<file path="config.mk">
export PLATFORM = sky130hd
export DESIGN_NAME = gmii_rx
export DESIGN_NICKNAME = d
export VERILOG_FILES = /design/src/rtl/gmii_rx.sv
export SDC_FILE = /design/constraint.sdc
export NUM_CORES = 1
export LEC_CHECK = 0
export ABC_AREA = 1
export BUFFER_PORTS_ARGS = -buffer_cell sky130_fd_sc_hd__buf_2
export CAP_MARGIN = 30
export CORE_MARGIN = 2
export CORE_UTILIZATION = 55
export CTS_CLUSTER_DIAMETER = 100
export DETAILED_ROUTE_END_ITERATION = 10
export GPL_TIMING_DRIVEN = 0
export PLACE_DENSITY = 0.8
export SETUP_SLACK_MARGIN = 0.2
export SYNTH_ARGS = -nofsm -noshare
export SYNTH_HDL_FRONTEND = slang
export SYNTH_SLANG_ARGS = --single-unit
</file>
<file path="constraint.sdc">
create_clock -name phy_rx_clk -period 3.3 [get_ports phy_rx_clk]
set_clock_uncertainty 0.05 [all_clocks]
set_input_delay 0.495 -clock phy_rx_clk [delete_from_list [all_inputs] [get_ports phy_rx_clk]]
set_output_delay 0.495 -clock phy_rx_clk [all_outputs]
set_load 0.02 [all_outputs]
</file>
<file path="src/rtl/gmii_rx.sv">
// GMII receive front end: strips preamble/SFD and pushes {1,byte} / {0,status} words to the RX FIFO.
// Optional CRC-32 frame check is enabled by defining RX_FCS_CHECK_EN.
module gmii_rx #(
    parameter int unsigned MAX_LEN = 1518,
    parameter int unsigned MIN_LEN = 64
) (
    input  logic        phy_rx_clk,
    input  logic        sys_rst_n,
    input  logic        phy_rx_dv,
    input  logic        phy_rx_er,
    input  logic [7:0]  phy_rxd,
    input  logic        fifo_full,
    output logic        wr_en,
    output logic [8:0]  wr_data,
    output logic [15:0] rx_frame_cnt,
    output logic [15:0] rx_err_cnt
);
    localparam int unsigned CntW = $clog2(MAX_LEN + 1);

    typedef enum logic [1:0] {StIdle, StPream, StData, StDrop} state_e;

    logic [1:0]      rst_sync_q;
    logic            rst_int_n;
    state_e          state_q;
    logic            dv_q, er_q, full_q;
    logic [7:0]      rxd_q;
    logic [CntW-1:0] cnt_q;
    logic            pend_q, ovf_q;
    logic [4:0]      pend_status_q;
    logic            wr_en_q;
    logic [8:0]      wr_data_q;
    logic [15:0]     frame_cnt_q, err_cnt_q;

    logic            in_data, at_max, sfd_hit, flush, hold, data_wr, data_end, direct_eof, eof_wr;
    logic            fcs_ok, err_hit;
    logic [4:0]      end_status, eof_status;

    // Assert asynchronously, release synchronously to phy_rx_clk.
    always_ff @(posedge phy_rx_clk or negedge sys_rst_n) begin
        if (!sys_rst_n) begin
            rst_sync_q <= 2'b00;
        end else begin
            rst_sync_q <= {rst_sync_q[0], 1'b1};
        end
    end
    assign rst_int_n = rst_sync_q[1];

    assign in_data    = (state_q == StData);
    assign at_max     = (cnt_q == CntW'(MAX_LEN));
    assign sfd_hit    = (state_q == StPream) && dv_q && (rxd_q == 8'hD5);
    assign flush      = pend_q && !full_q;
    // A pending end word that cannot drain yet keeps the frame open so it never needs a second slot.
    assign hold       = in_data && pend_q && full_q;
    assign data_wr    = in_data && !hold && dv_q && !er_q && !full_q && !pend_q && !ovf_q && !at_max;
    assign data_end   = in_data && !hold && !data_wr;
    assign direct_eof = data_end && !full_q && !pend_q;
    assign eof_wr     = flush || direct_eof;
    assign eof_status = flush ? pend_status_q : end_status;

    always_comb begin
        end_status = '0;
        if (!dv_q) begin
            end_status[4] = (cnt_q < CntW'(MIN_LEN));
            end_status[2] = ovf_q;
            end_status[0] = fcs_ok && !ovf_q;
        end else if (er_q) begin
            end_status[1] = 1'b1;
        end else if (full_q || pend_q || ovf_q) begin
            end_status[2] = 1'b1;
        end else begin
            end_status[3] = 1'b1;
        end
    end

`ifdef RX_FCS_CHECK_EN
    logic [31:0] crc_q, crc_rev;

    function automatic logic [31:0] crc_byte(input logic [31:0] crc, input logic [7:0] data);
        logic [31:0] c;
        c = crc;
        for (int i = 0; i < 8; i++) begin
            c = (c >> 1) ^ ((c[0] ^ data[i]) ? 32'hEDB88320 : 32'h0000_0000);
        end
        return c;
    endfunction

    // Residue is defined on the MSB-first register, so compare the bit-reversed value.
    assign crc_rev = {<<{crc_q}};
    assign fcs_ok  = (crc_rev == 32'hC704DD7B);
    assign err_hit = (|eof_status[4:1]) || !eof_status[0];

    always_ff @(posedge phy_rx_clk or negedge rst_int_n) begin
        if (!rst_int_n) begin
            crc_q <= '1;
        end else if (sfd_hit) begin
            crc_q <= '1;
        end else if (data_wr) begin
            crc_q <= crc_byte(crc_q, rxd_q);
        end
    end
`else
    assign fcs_ok  = 1'b0;
    assign err_hit = |eof_status[4:1];
`endif

    always_ff @(posedge phy_rx_clk or negedge rst_int_n) begin
        if (!rst_int_n) begin
            state_q       <= StIdle;
            dv_q          <= 1'b0;
            er_q          <= 1'b0;
            full_q        <= 1'b0;
            rxd_q         <= 8'h00;
            cnt_q         <= '0;
            pend_q        <= 1'b0;
            ovf_q         <= 1'b0;
            pend_status_q <= 5'h00;
            wr_en_q       <= 1'b0;
            wr_data_q     <= 9'h000;
            frame_cnt_q   <= 16'h0000;
            err_cnt_q     <= 16'h0000;
        end else begin
            dv_q    <= phy_rx_dv;
            er_q    <= phy_rx_er;
            full_q  <= fifo_full;
            rxd_q   <= phy_rxd;
            wr_en_q <= eof_wr || data_wr;
            if (eof_wr) begin
                wr_data_q   <= {4'b0000, eof_status};
                frame_cnt_q <= frame_cnt_q + 16'd1;
                if (err_hit) begin
                    err_cnt_q <= err_cnt_q + 16'd1;
                end
            end else if (data_wr) begin
                wr_data_q <= {1'b1, rxd_q};
            end
            if (flush) begin
                pend_q <= 1'b0;
            end
            if (data_end && (full_q || pend_q)) begin
                pend_q        <= 1'b1;
                pend_status_q <= end_status;
            end
            unique case (state_q)
                StIdle: begin
                    if (dv_q) begin
                        state_q <= (rxd_q == 8'h55) ? StPream : StDrop;
                    end
                end
                StPream: begin
                    if (!dv_q) begin
                        state_q <= StIdle;
                    end else if (sfd_hit) begin
                        state_q <= StData;
                        cnt_q   <= '0;
                        ovf_q   <= 1'b0;
                    end else if (rxd_q != 8'h55) begin
                        state_q <= StDrop;
                    end
                end
                StData: begin
                    if (hold) begin
                        ovf_q <= 1'b1;
                    end else if (data_wr) begin
                        cnt_q <= cnt_q + CntW'(1);
                    end else begin
                        state_q <= dv_q ? StDrop : StIdle;
                    end
                end
                StDrop: begin
                    if (!dv_q) begin
                        state_q <= StIdle;
                    end
                end
                default: state_q <= StIdle;
            endcase
        end
    end

    assign wr_en        = wr_en_q;
    assign wr_data      = wr_data_q;
    assign rx_frame_cnt = frame_cnt_q;
    assign rx_err_cnt   = err_cnt_q;
endmodule

</file>
Word level (Yosys, flattened, before mapping)
Index checks and enable logic that the tools add are counted.
Word-level totals
  flip-flop bits (word level): 74
  input port bits: 13
  output and inout port bits: 42
  logic and storage cells: 102
Cells by class
  multiplexer cells: 32
  equal/unequal tests: 16
  reduce and logical (&&, ||, !) cells: 36
  add/subtract/negate cells: 3
  $lt $le $gt $ge: 1
Operator list (count)
  2-to-1 mux 11 bit: 4
  adder 16 x 1 -> 16 bit (second input constant): 2
  one-hot mux 11 bit (2 select lines): 1
  2-to-1 mux 2 bit: 10
  2-to-1 mux 9 bit: 2
  logical AND 1 bit: 16
  2-to-1 mux 1 bit: 12
  inequality test 2 bit (second input constant): 6
  adder 11 x 1 -> 11 bit (second input constant): 1
  equality test 11 bit (second input constant): 1
  < comparator 11 x 7 -> 1 bit (second input constant): 1
  AND reduction 5 bit: 2
  equality test 8 x 7 -> 1 bit (second input constant): 1
  equality test 8 bit (second input constant): 1
  inequality test 8 x 7 -> 1 bit (second input constant): 1
  one-hot mux 2 bit (4 select lines): 1
  logical NOT 1 bit: 7
  nonzero test 2 bit: 3
  2-to-1 mux 5 bit: 1
  equality test 2 bit (second input constant): 2
  logical OR 1 bit: 4
  inequality test 2 x 1 -> 1 bit (second input constant): 2
  inequality test 4 x 3 -> 1 bit (second input constant): 1
  AND reduction 4 bit: 1
  other kinds (5): 5

Logic depth before layout (Yosys ltp)
Gate-level depths: netlist (run 1).
  depth after elaboration: 17
  gate-level depth with buffers: 12
  mapped depth without buffers: 11

Least setup slack after synthesis (run 1)
Ideal clock, no wire load.
  kind: register to register
  start: reg cnt_q[0]
  end: reg err_cnt_q[10], in the netlist rx_err_cnt[10]
  cell stages (with the launch flop): 13
  buffers on the path: 1
  clock period less this slack: 1.670 ns
  required time: 3.132 ns
  arrival time: 1.502 ns
  setup time: 0.118 ns
  setup slack: 1.630 ns
  cell sequence: dfrtp_1 -> inv_1 -> ha_1 -> nand2_1 -> inv_1 -> nand3_1 -> nand2_2 -> nand3_4 -> nand2_4 -> nand2_2 -> buf_4 -> nand2_1 -> nand2_1
Between the ends
  longest elaborated chain between the ends: 9
  elaborated cells on any way between the ends: 13
  classes of those cells: order compare: 1; eq/ne: 1; mux: 2; reduce/logical: 9
RTL lines
  start: declaration: RTL line 27  | logic [CntW-1:0] cnt_q;
  start signal: assignment: RTL line 164  | cnt_q <= cnt_q + CntW'(1);
  parallel branches: the longest is 8 deep, another holds < comparator 11 x 7 -> 1 bit
  AND reduction 2 bit (no source line) (*)
  end signal: assignment: RTL line 131  | err_cnt_q <= err_cnt_q + 16'd1;
  end: declaration: RTL line 32  | logic [15:0] frame_cnt_q, err_cnt_q;
Mark *: on every way between the ends.
A chain may end at the register's enable or synchronous reset.

Worst setup path after layout (run 1)
Same ends and word-level chain as after synthesis.

==> results of run 1 <==
==> power by group <==
group          switching [W]  leakage, nW  internal, W
Clock               0.000335        0.129     0.000541
Sequential          0.000188        0.975      0.00107
Combinational       0.000660         1.28     0.000321
==> area by class of cell <==
| type | instances | area (um^2) | area share, % |
|---|---|---|---|
| Buffer | 13 | 72.57 | 1.572 |
| Timing Repair Buffer | 55 | 280.3 | 6.072 |
| Inverter | 53 | 198.9 | 4.310 |
| Clock inverter | 5 | 100.1 | 2.169 |
| Tap cell | 96 | 120.1 | 2.602 |
| Sequential cell | 74 | 1856 | 40.20 |
| Clock buffer | 11 | 151.4 | 3.280 |
| Multi-Input combinational cell | 370 | 1837 | 39.79 |
==> layer usage <==
layer / vias to the layer above / wire (um) / GRT usage [%] / share of wire, %
met2: 134 / 4079 / 37.65 / 46
met3: 22 / 584 / 4.757 / 6.6
met1: 1694 / 4034 / 33.92 / 45
li1: 1770 / - / - / -
met4: 0 / 196 / 10.06 / 2.2
met5: - / 0 / 0 / 0
==> state kept, by name, summed over array words and instances, names as in the netlist <==
| name | cells |
|---|---|
| dv_q | 1 |
| wr_data | 9 |
| ovf_q | 1 |
| rx_frame_cnt | 16 |
| er_q | 1 |
| pend_q | 1 |
| rst_sync_q | 2 |
| state_q | 2 |
| rxd_q | 8 |
| cnt_q | 11 |
| pend_status_q | 4 |
| wr_en | 1 |
| rx_err_cnt | 16 |
| full_q | 1 |
==> cells by family after synthesis <==
logic type,share of synthesized area [%]
flops,46.76
simple gates,34.34
other cells,0.09470
fa+ha+maj,1.264
compound gates,5.592
buf+inv,6.856
xor+xnor,5.087
==> how the worst max path moves through the flow <==
stage	start	endpoint	slack [ns]	cells after the start
after floorplan	rst_sync_q[1]$_DFF_PN0_	cnt_q[0]$_DFFE_PN0P_	1.04	0
after global placement	rst_sync_q[1]$_DFF_PN0_	rx_frame_cnt[11]$_DFFE_PN0P_	0.27	0
after detailed placement	cnt_q[0]$_DFFE_PN0P_	rx_err_cnt[10]$_DFFE_PN0P_	1.36	12
after CTS	cnt_q[0]$_DFFE_PN0P_	rx_err_cnt[15]$_DFFE_PN0P_	1.32	12
after global routing	cnt_q[0]$_DFFE_PN0P_	rx_err_cnt[9]$_DFFE_PN0P_	1.08	12
final	cnt_q[0]$_DFFE_PN0P_	rx_err_cnt[10]$_DFFE_PN0P_	1.29	12
==> repair_timing <==
item | in CTS | in global routing
hold buffers | 1 | 0
setup endpoints to repair | 0 | 0
endpoints found under the hold margin | 2 | 0
==> layout by cell type, fill, tap and decap left out, types with 3 or more instances in the layout <==
master and instances:
nand3b_1 3, xor2_1 21, o2111ai_1 4, nor2_1 38, dfrtp_1 73, nor3_1 15
clkbuf_8 11, clkbuf_1 6, inv_2 3, nand2_2 3, nand2_1 168, nand4_1 15
nand3_1 54, ha_1 4, a21oi_2 4, buf_2 58, inv_1 49, bufinv_16 3
o21ai_1 4, o21ai_0 19
==> worst max-delay path, delay by kind of cell (launching register included) <==
kind	cells	cell delay [ns]
fa+ha+maj	1	0.15
buf+inv	3	0.37
flops	1	0.47
simple gates	8	0.87
==> per-stage QoR <==
step	instances	util, %	instance area, um^2	setup WS, ns
6_report	677	67.19	4616	1.293
5_1_grt	677	67.19	4616	1.080
4_1_cts	677	67.19	4616	1.322
3_5_place_dp	660	63.39	4354	1.363
3_3_place_gp	660	63.33	4350	0.2677
2_1_floorplan	510	-	3960	1.037
==> impl_metrics.tcl, run 1 <==
set metrics [dict create \
    syn_inst 510 \
    row_count 30 \
    port_buffers 54 \
    initial_utilization_pct 57.65 \
    synthDominantCellAreaShare_pct 46.76 \
    grt_max_degree 73 \
    dr.pass1.iters 6 \
    num_vias 3620 \
    synth_area_leader_cell "dfrtp_1" \
    fin_nets 593 \
    endpoint_kind "flop" \
    dieArea_um2 7895 \
    worst-path-max-fanout 10 \
    max_freq_ghz 0.4984 \
    relSlewSlack_pct 38.51 \
    die_height_um 88.86 \
    reg2reg_to "rx_err_cnt[10]$_DFFE_PN0P_" \
    syn_avg_cell_area_um2 7.765 \
    cts.repair.resized 0 \
    cts_setup_buffers 0 \
    crit_path_top_delay_cell "dfrtp_1" \
    clock_latency_ns 0.35 \
    track_usage_pct 24.41 \
    drtIter0Drc 218 \
    drive_gt1_share_pct 16.52 \
    design.core.area_um2 6869 \
    grt-ovfl-total 0 \
    via_per_inst 5.347 \
    routedWlPerCell_um 13.14 \
    synth_seq_area_share_pct 46.76 \
    reg2reg_depth 12 \
    cts.path.max_buffers 2 \
    ys.flop_type "dfrtp_1" \
    yosysWarnings 0 \
    ir_drop_mv 0.4418 \
    final_antenna_net_count 0 \
    cap_viol_max_count 0 \
    htree_levels 3 \
    slew_violations 0 \
    grt_first_pass_wirelength_um 14950 \
    timing.critical_path.mode_cell "nand2_1" \
    worstPathArrival_ns 2.19 \
    hold_violations 0 \
    drc 0 \
    holdWs_ns 0.1957 \
    worst_slew_pin_slew_ns 0.9224 \
    antenna_found_initial 0 \
    async_reset_ff_share_pct 100.0 \
    dp_hpwl_um 6186 \
    root_buffer "clkbuf_8" \
    reg2reg_from "cnt_q[0]$_DFFE_PN0P_" \
    period_share_pct 60.81 \
    fin_crit_ns 2.007 \
    clkSinkCount 74 \
    finalPower_w 0.003118 \
    p_per_area_nw_per_um2 675.4 \
    setup_viol 0 \
    cts_tree "done" \
    path_cells "inv_1 > ha_1 > nand2_1 > inv_1 > nand3_1 > nand2_2 > nand3_4 > nand2_4 > nand2_2 > buf_4 > nand2_1 > nand2_1" \
    p_leak_nw 2.386 \
    synth_edf_count 0 \
    status "completed" \
    syn_to_final_growth_pct 16.56 \
    synth_cell_type_count 36 \
    place_congestion 0.9216 \
    required_ns 3.49 \
    synth.top_cells.by_count "168 x nand2_1, 74 x dfrtp_1, 54 x nand3_1" \
    numCtsBuffers 9 \
    whs_path_depth 1 \
    cp-start-kind "flop" \
    grt_pass1_vias 3262 \
    hold_class "in -> reg" \
    grt_setup_unrepaired "no" \
    ios 55 \
    die_x_um 88.86 \
    antenna_cells 0 \
    tns_ns 0 \
    n_fill_cell 555 \
    routed_wl_um 8895 \
    syn-num-nets 527 \
    yosysMostFrequentCell "nand2_1" \
    slowest_delay_ns 0.47 \
    hold_start "phy_rxd[4]" \
    clk_pin_slew_worst_paths_ns 0.08 \
    ys_top_cells_by_area "dfrtp_1 47%, nand2_1 16%, nand3_1 6.8%" \
    ys_seq_elements 74 \
    r2r_slack_ns 1.29 \
    syn_area_um2 3960 \
    whs_endpoint "rxd_q[4]$_DFF_PN0_" \
    critPathKind "reg -> reg" \
]
Note: power is estimated with default switching activity, not from simulation.
==> run 2: changes to the inputs <==
--- a/config.mk
+++ b/config.mk
@@ -9,11 +9,11 @@
 export BUFFER_PORTS_ARGS = -buffer_cell sky130_fd_sc_hd__buf_2
 export CAP_MARGIN = 30
 export CORE_MARGIN = 2
-export CORE_UTILIZATION = 55
+export CORE_UTILIZATION = 52
 export CTS_CLUSTER_DIAMETER = 100
 export DETAILED_ROUTE_END_ITERATION = 10
 export GPL_TIMING_DRIVEN = 0
-export PLACE_DENSITY = 0.8
+export PLACE_DENSITY = 0.79
 export SETUP_SLACK_MARGIN = 0.2
 export SYNTH_ARGS = -nofsm -noshare
 export SYNTH_HDL_FRONTEND = slang
==> constraint.sdc (replaced) <==
create_clock -name phy_rx_clk -period 1.8 [get_ports phy_rx_clk]
set_clock_uncertainty 0.05 [all_clocks]
set_input_delay 0.27 -clock phy_rx_clk [delete_from_list [all_inputs] [get_ports phy_rx_clk]]
set_output_delay 0.27 -clock phy_rx_clk [all_outputs]
set_load 0.02 [all_outputs]
==> run 2 against run 1 <==
  * Setup slack worse by 1.3 ns
  * Sequential power up 88%
  * Utilization up 6.7 points
  * Clock-buffer cell count up 1
  * Combinational power rose to 2.9 times the previous value
  * Global-route usage up 0.60 points
  * Cell area up 17%
  * Via count up 15%
  * Critical endpoint is now rx_err_cnt[6]$_DFFE_PN0P_
  * Largest power group is now combinational cells
==> impl_metrics.tcl, run 2 (same netlist as run 1, synthesis figures left out) <==
set metrics [dict create \
    status "completed" \
    dp_hpwl_um 6298 \
    max_freq_ghz 0.5571 \
    endpoint_kind "flop" \
    dr.pass1.iters 7 \
    port_buffers 54 \
    place_congestion 0.9701 \
    routed_wl_um 12230 \
    required_ns 2.05 \
    swShare_pct 39.93 \
    cts_tree "done" \
    clkSinkCount 74 \
    seq_power_share_pct 34.4 \
    drc 0 \
    combPwrFrac_pct 41.5 \
    initial_utilization_pct 54.02 \
    p_per_area_nw_per_um2 1272 \
    antenna_found_initial 0 \
    grt-ovfl-total 0 \
    dp_cells 663 \
    via_per_inst 5.726 \
    final_antenna_net_count 0 \
    switchingPower_w 0.002752 \
    setup_viol 0 \
    grt_max_degree 73 \
    numCtsBuffers 9 \
    cap_viol_max_count 0 \
    track_usage_pct 25.01 \
    cp-start-kind "flop" \
    fin_crit_ns 1.795 \
    dieArea_um2 8329 \
    worstPathArrival_ns 2.04 \
    fin_nets 639 \
    drive_gt1_share_pct 32.38 \
    final_cell_mix "142 x nand2_1, 63 x dfrtp_1, 56 x buf_2" \
    ir_drop_mv 0.8046 \
    grt_first_pass_wirelength_um 16750 \
    clock_latency_ns 0.36 \
    relSlewSlack_pct 38.40 \
    clock_power_share_pct 24.0 \
    clk_pin_slew_worst_paths_ns 0.08 \
    tns_ns 0 \
    syn_to_final_growth_pct 36.87 \
    ios 55 \
    critPathKind "reg -> reg" \
    n_fill_cell 457 \
    slew_violations 0 \
    p_leak_nw 2.682 \
    row_count 31 \
    die_height_um 91.27 \
    worst-path-max-fanout 10 \
    worst_slew_pin_slew_ns 0.9240 \
    p_int_w 0.004141 \
    hold_class "in -> async" \
    period_share_pct 99.72 \
    r2r_slack_ns 0.005 \
    cts.path.max_buffers 2 \
    hold_violations 0 \
    die_x_um 91.27 \
    num_vias 4157 \
    routedWlPerCell_um 16.85 \
    final_cells 726 \
    design.core.area_um2 7331 \
    htree_levels 3 \
    grt_setup_unrepaired "yes" \
    root_buffer "clkbuf_8" \
    layout_commonest_cell "nand2_1" \
    drtIter0Drc 433 \
    antenna_cells 0 \
    finalPower_w 0.006893 \
    grt_pass1_vias 3698 \
]
-- run 2: cell count changes in the layout (fill, tap and decap cells not counted), sizes merged --
cell / change
dlygate4sd3: +11
buf: +34
clkbuf: +2
clkinv: -2
clkinvlp: +1
-- run 2: per-layer routing --
metal | wire, um | vias to the layer above | part of all wire, % | track usage [%]
met2 | 6046 | 263 | 49 | 42.28
met1 | 4724 | 1974 | 39 | 32.08
met4 | 454 | 0 | 3.7 | 7.197
met5 | 0 | - | 0 | 0
met3 | 1004 | 45 | 8.2 | 5.975
li1 | - | 1875 | - | -
-- run 2: power groups by stage --
stage               Combinational (W)  Sequential, W  Clock [W]
CTS                           0.00232        0.00231    0.00164
floorplan                     0.00110        0.00250          0
global route                  0.00305        0.00241    0.00173
detailed placement            0.00182        0.00234          0
finish                        0.00286        0.00237    0.00166
global placement              0.00176        0.00233          0
-- run 2: timing repair --
| action | CTS | global route |
|---|---|---|
| setup endpoints to repair | 54 | 54 |
| pin swaps | 11 | 12 |
| hold buffers | 12 | 0 |
| endpoints found under the hold margin | 13 | 0 |
| buffers inserted | 19 | 11 |
| gates cloned | 3 | 2 |
| gates resized for setup | 52 | 82 |
-- run 2: path summary, 6_finish.rpt --
kind,end,start,depth (start not counted)
max,rx_err_cnt[6]$_DFFE_PN0P_,cnt_q[0]$_DFFE_PN0P_,11
min,rst_sync_q[1]$_DFF_PN0_,sys_rst_n,2
max reg2reg,rx_err_cnt[6]$_DFFE_PN0P_,cnt_q[0]$_DFFE_PN0P_,11
min reg2reg,rst_sync_q[1]$_DFF_PN0_,rst_sync_q[0]$_DFF_PN0_,0
max in group asynchronous,cnt_q[5]$_DFFE_PN0P_,rst_sync_q[1]$_DFF_PN0_,0
min in group phy_rx_clk,rst_sync_q[1]$_DFF_PN0_,rst_sync_q[0]$_DFF_PN0_,0
-- run 2: cell type report --
type	instances	area, um^2	area share (%)
Clock inverter	4	97.59	1.801
Buffer	13	127.6	2.355
Timing Repair Buffer	101	720.7	13.30
Sequential cell	74	1868	34.46
Multi-Input combinational cell	370	2112	38.97
Inverter	53	215.2	3.970
Tap cell	99	123.9	2.285
Clock buffer	12	155.1	2.862
-- run 2: worst max-delay path, stage by stage (launching register included) --
cell and delay, ns:
dfrtp_2 0.42, inv_2 0.06, ha_1 0.18, nand2_1 0.06
inv_1 0.08, nand3_2 0.11, nand2_4 0.09, nand3_4 0.09
nand2_4 0.12, buf_2 0.25, nand3_1 0.14, nand2_1 0.10
-- run 2: through the flow --
step	instance area, um^2	utilization [%]	setup slack (ns)	hold slack [ns]
6_report	5420	73.94	0.005110	0.1823
5_1_grt	5420	73.94	-0.06469	0.1869
4_1_cts	5070	69.16	0.1370	0.1720
3_5_place_dp	4369	59.60	-0.1142	0.008505
3_3_place_gp	4367	59.57	-0.08559	0.005842
2_1_floorplan	3973	-	0.1523	-0.07559
